[src/rtl/bus_copy_master.sv]
// Word-by-word block copier: read one word, write it back out on the same bus.
// Strictly one outstanding transaction; abort is honoured only between words.
module bus_copy_master #(
   parameter int unsigned LenW = 16
) (
   input  logic            clk_i,
   input  logic            rst_i,
   input  logic            start_i,
   input  logic            abort_i,
   input  logic [31:0]     src_addr_i,
   input  logic [31:0]     dst_addr_i,
   input  logic [LenW-1:0] len_i,
   output logic            busy_o,
   output logic            done_o,
   output logic [LenW-1:0] words_done_o,
   output logic            req_o,
   output logic            we_o,
   output logic [3:0]      be_o,
   output logic [31:0]     addr_o,
   output logic [31:0]     data_o,
   input  logic            gnt_i,
   input  logic            rvalid_i,
   input  logic [31:0]     data_i
);

   localparam int unsigned AddrW = 32;
   localparam int unsigned DataW = 32;
   localparam logic [AddrW-1:0] AddrMask = 32'hFFFF_FFFC;
   localparam logic [AddrW-1:0] WordStep = AddrW'(4);

   typedef enum logic [2:0] {
      IDLE,
      RD_REQ,
      RD_WAIT,
      WR_REQ,
      WR_WAIT
   } state_e;

   state_e            state_q, state_d;
   logic [AddrW-1:0]  src_q, src_d;
   logic [AddrW-1:0]  dst_q, dst_d;
   logic [LenW-1:0]   rem_q, rem_d;
   logic [LenW-1:0]   words_q, words_d;
   logic [DataW-1:0]  wdata_q, wdata_d;
   logic [AddrW-1:0]  addr_q, addr_d;
   logic              busy_q, busy_d;
   logic              done_q, done_d;
   logic              req_q, req_d;
   logic              we_q, we_d;

   // State and all bus-facing outputs are registered from the next-state values
   always_ff @(posedge clk_i or posedge rst_i) begin
      if (rst_i) begin
         state_q <= IDLE;
         src_q   <= '0;
         dst_q   <= '0;
         rem_q   <= '0;
         words_q <= '0;
         wdata_q <= '0;
         addr_q  <= '0;
         busy_q  <= 1'b0;
         done_q  <= 1'b0;
         req_q   <= 1'b0;
         we_q    <= 1'b0;
      end else begin
         state_q <= state_d;
         src_q   <= src_d;
         dst_q   <= dst_d;
         rem_q   <= rem_d;
         words_q <= words_d;
         wdata_q <= wdata_d;
         addr_q  <= addr_d;
         busy_q  <= busy_d;
         done_q  <= done_d;
         req_q   <= req_d;
         we_q    <= we_d;
      end
   end

   always_comb begin
      state_d = state_q;
      src_d   = src_q;
      dst_d   = dst_q;
      rem_d   = rem_q;
      words_d = words_q;
      wdata_d = wdata_q;
      done_d  = 1'b0;

      unique case (state_q)
         IDLE: begin
            if (start_i) begin
               words_d = '0;
               if (len_i != '0) begin
                  src_d   = src_addr_i & AddrMask;
                  dst_d   = dst_addr_i & AddrMask;
                  rem_d   = len_i;
                  state_d = RD_REQ;
               end else begin
                  done_d = 1'b1;
               end
            end
         end
         RD_REQ: begin
            if (gnt_i) state_d = RD_WAIT;
         end
         RD_WAIT: begin
            if (rvalid_i) begin
               wdata_d = data_i;
               state_d = WR_REQ;
            end
         end
         WR_REQ: begin
            if (gnt_i) state_d = WR_WAIT;
         end
         WR_WAIT: begin
            // Word boundary: the only place abort is looked at
            if (rvalid_i) begin
               words_d = words_q + LenW'(1);
               src_d   = src_q + WordStep;
               dst_d   = dst_q + WordStep;
               rem_d   = rem_q - LenW'(1);
               if ((rem_q == LenW'(1)) || abort_i) begin
                  state_d = IDLE;
                  done_d  = 1'b1;
               end else begin
                  state_d = RD_REQ;
               end
            end
         end
         default: state_d = IDLE;
      endcase
   end

   // Request outputs follow the state being entered; address holds otherwise
   always_comb begin
      busy_d = (state_d != IDLE);
      req_d  = (state_d == RD_REQ) || (state_d == WR_REQ);
      we_d   = (state_d == WR_REQ);
      addr_d = addr_q;
      if (state_d == RD_REQ) begin
         addr_d = src_d;
      end else if (state_d == WR_REQ) begin
         addr_d = dst_d;
      end
   end

   assign busy_o       = busy_q;
   assign done_o       = done_q;
   assign words_done_o = words_q;
   assign req_o        = req_q;
   assign we_o         = we_q;
   assign be_o         = 4'hF;
   assign addr_o       = addr_q;
   assign data_o       = wdata_q;

endmodule

[config.mk]
export PLATFORM = sky130hd
export DESIGN_NAME = bus_copy_master
export DESIGN_NICKNAME = d
export VERILOG_FILES = /design/src/rtl/bus_copy_master.sv
export SDC_FILE = /design/constraint.sdc
export NUM_CORES = 1
export LEC_CHECK = 0
export ABC_AREA = 1
export BUFFER_PORTS_ARGS = -buffer_cell sky130_fd_sc_hd__clkbuf_2
export CAP_MARGIN = 20
export CORE_UTILIZATION = 59
export CTS_BUF_LIST = sky130_fd_sc_hd__clkbuf_4 sky130_fd_sc_hd__clkbuf_8 sky130_fd_sc_hd__clkbuf_16
export DETAILED_ROUTE_END_ITERATION = 8
export PLACE_DENSITY = 0.88
export SLEW_MARGIN = 15
export SYNTH_ARGS = -nofsm -noshare
export SYNTH_HDL_FRONTEND = slang
export SYNTH_SLANG_ARGS = --single-unit
[constraint.sdc]
create_clock -name clk_i -period 9.4 [get_ports clk_i]
set_clock_uncertainty 0.05 [all_clocks]
set_input_delay 0.47 -clock clk_i [delete_from_list [all_inputs] [get_ports clk_i]]
set_output_delay 0.47 -clock clk_i [all_outputs]
set_load 0.01 [all_outputs]
# Word level (Yosys, flattened, before mapping)
# Index checks and enable logic that the tools add are counted.
# classes
muxes	30
reduce_logical	10
n_addsub	4
eq_ne	10
# ops
op	n
$mux W32	8
$pmux W32 S2	2
$mux W16	5
$add A32 B3 Y32 const B	2
$pmux W16 S2	2
$mux W3	6
$add A16 B1 Y16 const B	1
$eq A16 B1 Y1 const B	1
$reduce_bool A16 Y1	1
$sub A16 B1 Y16 const B	1
$pmux W3 S5	1
$eq A3 B2 Y1 const B	3
$eq A3 B1 Y1 const B	2
$ne A2 B2 Y1 const B	3
$mux W1	5
$reduce_and A4 Y1	1
$reduce_bool A2 Y1	2
$eq A3 B3 Y1 const B	1
$logic_not A3 Y1	1
$reduce_and A3 Y1	1
$reduce_bool A3 Y1	1
$logic_or A1 B1 Y1	2
$pmux W1 S2	1
$reduce_and A2 Y1	1
# totals
ff_bits	167
input_bits	118
out_inout_bits	88
elab_cells	65

# Longest topological paths before layout
# logic_depth
ltp_word	8
mapped_depth	15
depth_no_buf	13

# Least setup slack after synthesis
# No wires, ideal clock.
# synth_timing
path_type	input port to flip-flop
start	in rvalid_i
end	reg addr_q[28], in the netlist addr_o[28]
setup_time_ns	0.069
path_stages	10
path_buffers	2
arrival_time_ns	1.780
t_required_ns	9.281
slack_ns	7.501
cell_sequence	buf_2 -> clkinv_1 -> nor2_1 -> nand3_1 -> nand3_1 -> nor2_2 -> nor2_2 -> buf_2 -> nand2_1 -> nand3_1
# synth_between
elab_chain_len	4
elab_cells_between_ends	12
cone_classes	eq/ne: 2; mux: 9; reduce/logical: 1
# synth_lines
element	line	text
from (decl)	22	input logic rvalid_i,
$mux W3 (tied with other cells)	117	if (rvalid_i) begin
$pmux W3 S5 or $pmux W32 S2 (tied branches)	89	unique case (state_q)
$eq A3 B1 Y1 (tied with other cells)	140	if (state_d == RD_REQ) begin
$mux W32 or $reduce_bool A2 Y1 (tied branches)	--	
to (signal assigned)	72	addr_q <= addr_d;
to (decl)	45	logic [AddrW-1:0] addr_q, addr_d;
# Several ways; a longest one is shown, not always the timed one. The select of a mux whose other input is x is not followed.
# A chain may end at the register's enable or synchronous reset.

# Final worst setup path
# layout_timing
start	reg state_q[0]
end	reg addr_q[7], in the netlist addr_o[7]
# layout_between
elab_chain_len	5
elab_cells_between_ends	19
cone_classes	eq/ne: 6; mux: 11; reduce/logical: 2
# layout_lines
element	line	text
from (decl)	39	state_e state_q, state_d;
from (signal assigned)	66	state_q <= state_d;
$mux W3	93	if (len_i != '0) begin
$mux W3	91	if (start_i) begin
$pmux W3 S5	89	
$eq A3 B1 Y1 or $eq A3 B2 Y1 (tied branches)	140, 142	
$mux W32 or $reduce_bool A2 Y1 (tied branches)	--	
# Several ways; a longest one is shown, not always the timed one. The select of a mux whose other input is x is not followed.

==> key figures <==
Setup path
  • Kind of launch point of the worst setup path: flop
  • Delay of the slowest cell on the worst path: 0.60 ns
  • Destination of the worst register-to-register timing path: addr_o[7]$_DFFE_PP0P_
  • Crit path DAT: 4.35 ns
  • Critical path class: flop to flop
  • CP endpoint kind: flop
  • Worst reg2reg path startpoint: state_q[0]$_DFF_PP0_
  • Register-to-register path setup slack: 5.37 ns
  • Max Fanout on Critical Path: 66
  • Highest-delay cell along the critical path: buf_4
  • Depth of the worst register-to-register path: 14
  • Worst Path Required: 9.72 ns
  • Ordered list of cells on the worst path: nor2_4, inv_2, nor2_4, buf_4, nand2_2, inv_2, nand3_1, inv_2, nor2_2, buf_4, nor2_2, buf_4, nand2_1, nand3_1

Clock network
  • Total number of H-tree levels: 4
  • Clock insertion delay at the later pin of the skew report: 0.43 ns
  • CTS buffer count: 17
  • Number of gates given a new drive strength after cts: 0
  • Buffer depth of the longest clock path: 2
  • Worst-path clk slew: 0.07 ns
  • Root Buffer Master: clkbuf_16
  • Post-CTS setup repair buffer count: 0
  • TritonCTS clock tree: built
  • Clock Sinks: 167
  • Number of hold-repair buffers added at the cts stage: 0

Logic synthesis
  • Synthesis-stage register bit count: 167
  • FFs w/ async S/R, synth: 1.000
  • Yosys warning count: 0
  • Compound-Gate Fraction of Synth Area: 0.08114
  • Library cell with the largest summed area after synthesis: dfrtp_1
  • Number of synthesized flops with an enable pin: 0
  • Multiplexer area fraction after synthesis: 0.03831
  • Most common cell in the netlist: nand2_1
  • Instance count of the mapped netlist: 1,264
  • Post-synthesis share of cell area spent on full adders, half adders and majority gates: 0.006651
  • Post-synthesis average cell area: 7.442 sq um
  • Synth top cells by count: nand2_1, dfrtp_1, nand3_1
  • Top area cells in the synthesized netlist: dfrtp_1, nand2_1, nand3_1
  • Synth Area in Simple Gates: 0.3397
  • Most used flip-flop cell after synthesis: dfrtp_1
  • Sequential area share after synthesis: 0.4443
  • Synthesized area: 0.009407 sq mm
  • Post-synth top area share: 0.4443
  • Main combinational cell family by area after synthesis: simple AND/OR/NAND/NOR gates
  • Post-synthesis share of cell area spent on xor and xnor gates: 0.01117
  • Yosys cell types: 43

Layout
  • Area growth syn-to-layout: 18.24%
  • Antenna cells: 0
  • Total of fill cells in the finished design: 1,199
  • Multi-input combinational cell area: 0.004502 sq mm
  • Fraction of layout cells with a size suffix above 1: 0.2036
  • Storage cell area: 0.004179 sq mm
  • Total number of nets in the final design: 1,569

Routing
  • # DRC: 0
  • Detailed Route WL: 26,250 um
  • Number of detailed-route iterations in the first pass: 5
  • Number of nets with antenna violations after routing: 0
  • Count of vias placed by the detailed router: 9,426
  • Iteration-0 DRC count of the detailed router: 928
  • Number of vias per cell: 5.644
  • Drt wl/cell: 15.72 um

Timing
  • Relative max-transition margin: 0.4719
  • Minimum hold slack: 0.1273 ns
  • Max Slew Vio Count: 0
  • Min Tclk post-route: 4.035 ns
  • Accumulated negative setup slack: 0 ns
  • Unrepaired setup endpoints after global routing: false
  • Peak clock frequency supported by timing: 247.9 MHz
  • Setup Viol. Count Final: 0
  • Number of hold violations in the final report: 0
  • Crit share post-route: 0.4292
  • Slew at the pin with the worst max-slew slack: 0.7921 ns

Floorplanning
  • Height of the chip: 128.3 um
  • Number of top-level design ports: 206
  • Area of the core: 0.01537 sq mm
  • Number of placement rows: 45
  • Horizontal die dimension: 128.3 um
  • Starting Density: 0.6120
  • Die Area: 0.01645 sq mm

Run
  • Max-capacitance violation count: 0

Place
  • # port buffers: 197
  • Detailed placer's ending HPWL: 18,600 um
  • GPL Wtd Cong: 0.9515

Power
  • Power Dens Cells: 298.0 mW/mm^2
  • Worst voltage drop across the vdd grid: 245.8 uV
  • Leakage dissipation: 5.567 nW

Hold path
  • Min-Delay Path Class: input pin to async pin

Global route
  • Pin count of the biggest net entering global routing: 91
  • Vias in the first global route: 9,064
  • Global-route wire length before repair: 43,260 um
  • Antenna violations before repair: 0
  • Overall routing resource usage: 0.3388
  • Overall overflow remaining after global route: 0

Status
  • Run status: complete, no violations
[critical path, delay by kind of cell (launching register included)]
kind | cells | cell delay, ns
flip-flops | 1 | 0.43
buffers and inverters | 6 | 1.82
AND/OR/NAND/NOR | 8 | 1.64
[layer usage]
metal  vias to the layer above  routed length (um)  GRT usage
li1                       4489                   -          -
met1                      4386               10480     0.4448
met2                       496               12400     0.5431
met3                        55                2673    0.07471
met4                         0                 694     0.1433
met5                         -                   0          0
[where the power goes]
part	switching (W)	internal, W	total, W	leakage [nW]
clock network	0.000334	0.000382	0.000716	0.295
logic	0.000867	0.000476	0.00134	3.15
registers	0.000253	0.00100	0.00125	2.12
total	0.00145	0.00186	0.00331	5.57
[layout make-up]
cell class	count	area share
Clock buffer	17	0.03825
Clock inverter	15	0.01597
Inverter	130	0.04500
Multi-Input combinational cell	925	0.4048
Sequential cell	167	0.3757
Tap cell	211	0.02374
Timing Repair Buffer	205	0.09652
[per-stage QoR]
step	power, W	instance area [sq um]	instances	util	worst slack (ns)
after global placement	0.002507	10480	1636	0.6816	5.563
after CTS	0.003285	11080	1668	0.7208	5.430
final	0.003314	11120	1670	0.7236	5.366
after detailed placement	0.002561	10480	1636	0.6816	5.492
after floorplan	0.002124	9418	1267	-	4.362
after global routing	0.003524	11120	1670	0.7236	5.125
[worst max path at each step]
stage                              start                endpoint  slack, ns  depth (start not counted)
floorplan                          rst_i   addr_o[0]$_DFFE_PP0P_       4.36                          1
global placement    state_q[0]$_DFF_PP0_  addr_o[11]$_DFFE_PP0P_       5.56                         14
detailed placement  state_q[0]$_DFF_PP0_  addr_o[17]$_DFFE_PP0P_       5.49                         14
CTS                 state_q[0]$_DFF_PP0_   addr_o[7]$_DFFE_PP0P_       5.43                         14
global route        state_q[0]$_DFF_PP0_   addr_o[7]$_DFFE_PP0P_       5.12                         14
finish              state_q[0]$_DFF_PP0_   addr_o[7]$_DFFE_PP0P_       5.37                         14
[registers in the layout (all words and copies together) (netlist names)]
name / count
addr_o: 32
data_o: 32
dst_q: 32
src_q: 32
rem_q: 16
words_done_o: 16
state_q: 3
busy_o: 1
done_o: 1
req_o: 1
we_o: 1
[kinds of logic (layout without fill, tap and decap cells)]
family | Yosys count | in the layout
compound gates | 126 | 126
xor+xnor | 12 | 12
fa+ha+maj | 5 | 5
buf+inv | 175 | 367
flops | 167 | 167
mux | 32 | 32
other cells | 1 | 4
simple gates | 746 | 746
[placed cells by master, fill, tap and decap left out, types with 21 or more instances in the layout]
cell	count
a21oi_1	28
clkbuf_2	197
dfrtp_1	167
inv_1	117
mux2_2	32
nand2_1	382
nand3_1	145
nand4_1	29
nor2_1	133
nor3_1	30
o211ai_1	21
o21ai_0	43
Power figures use the tool's default switching activity.
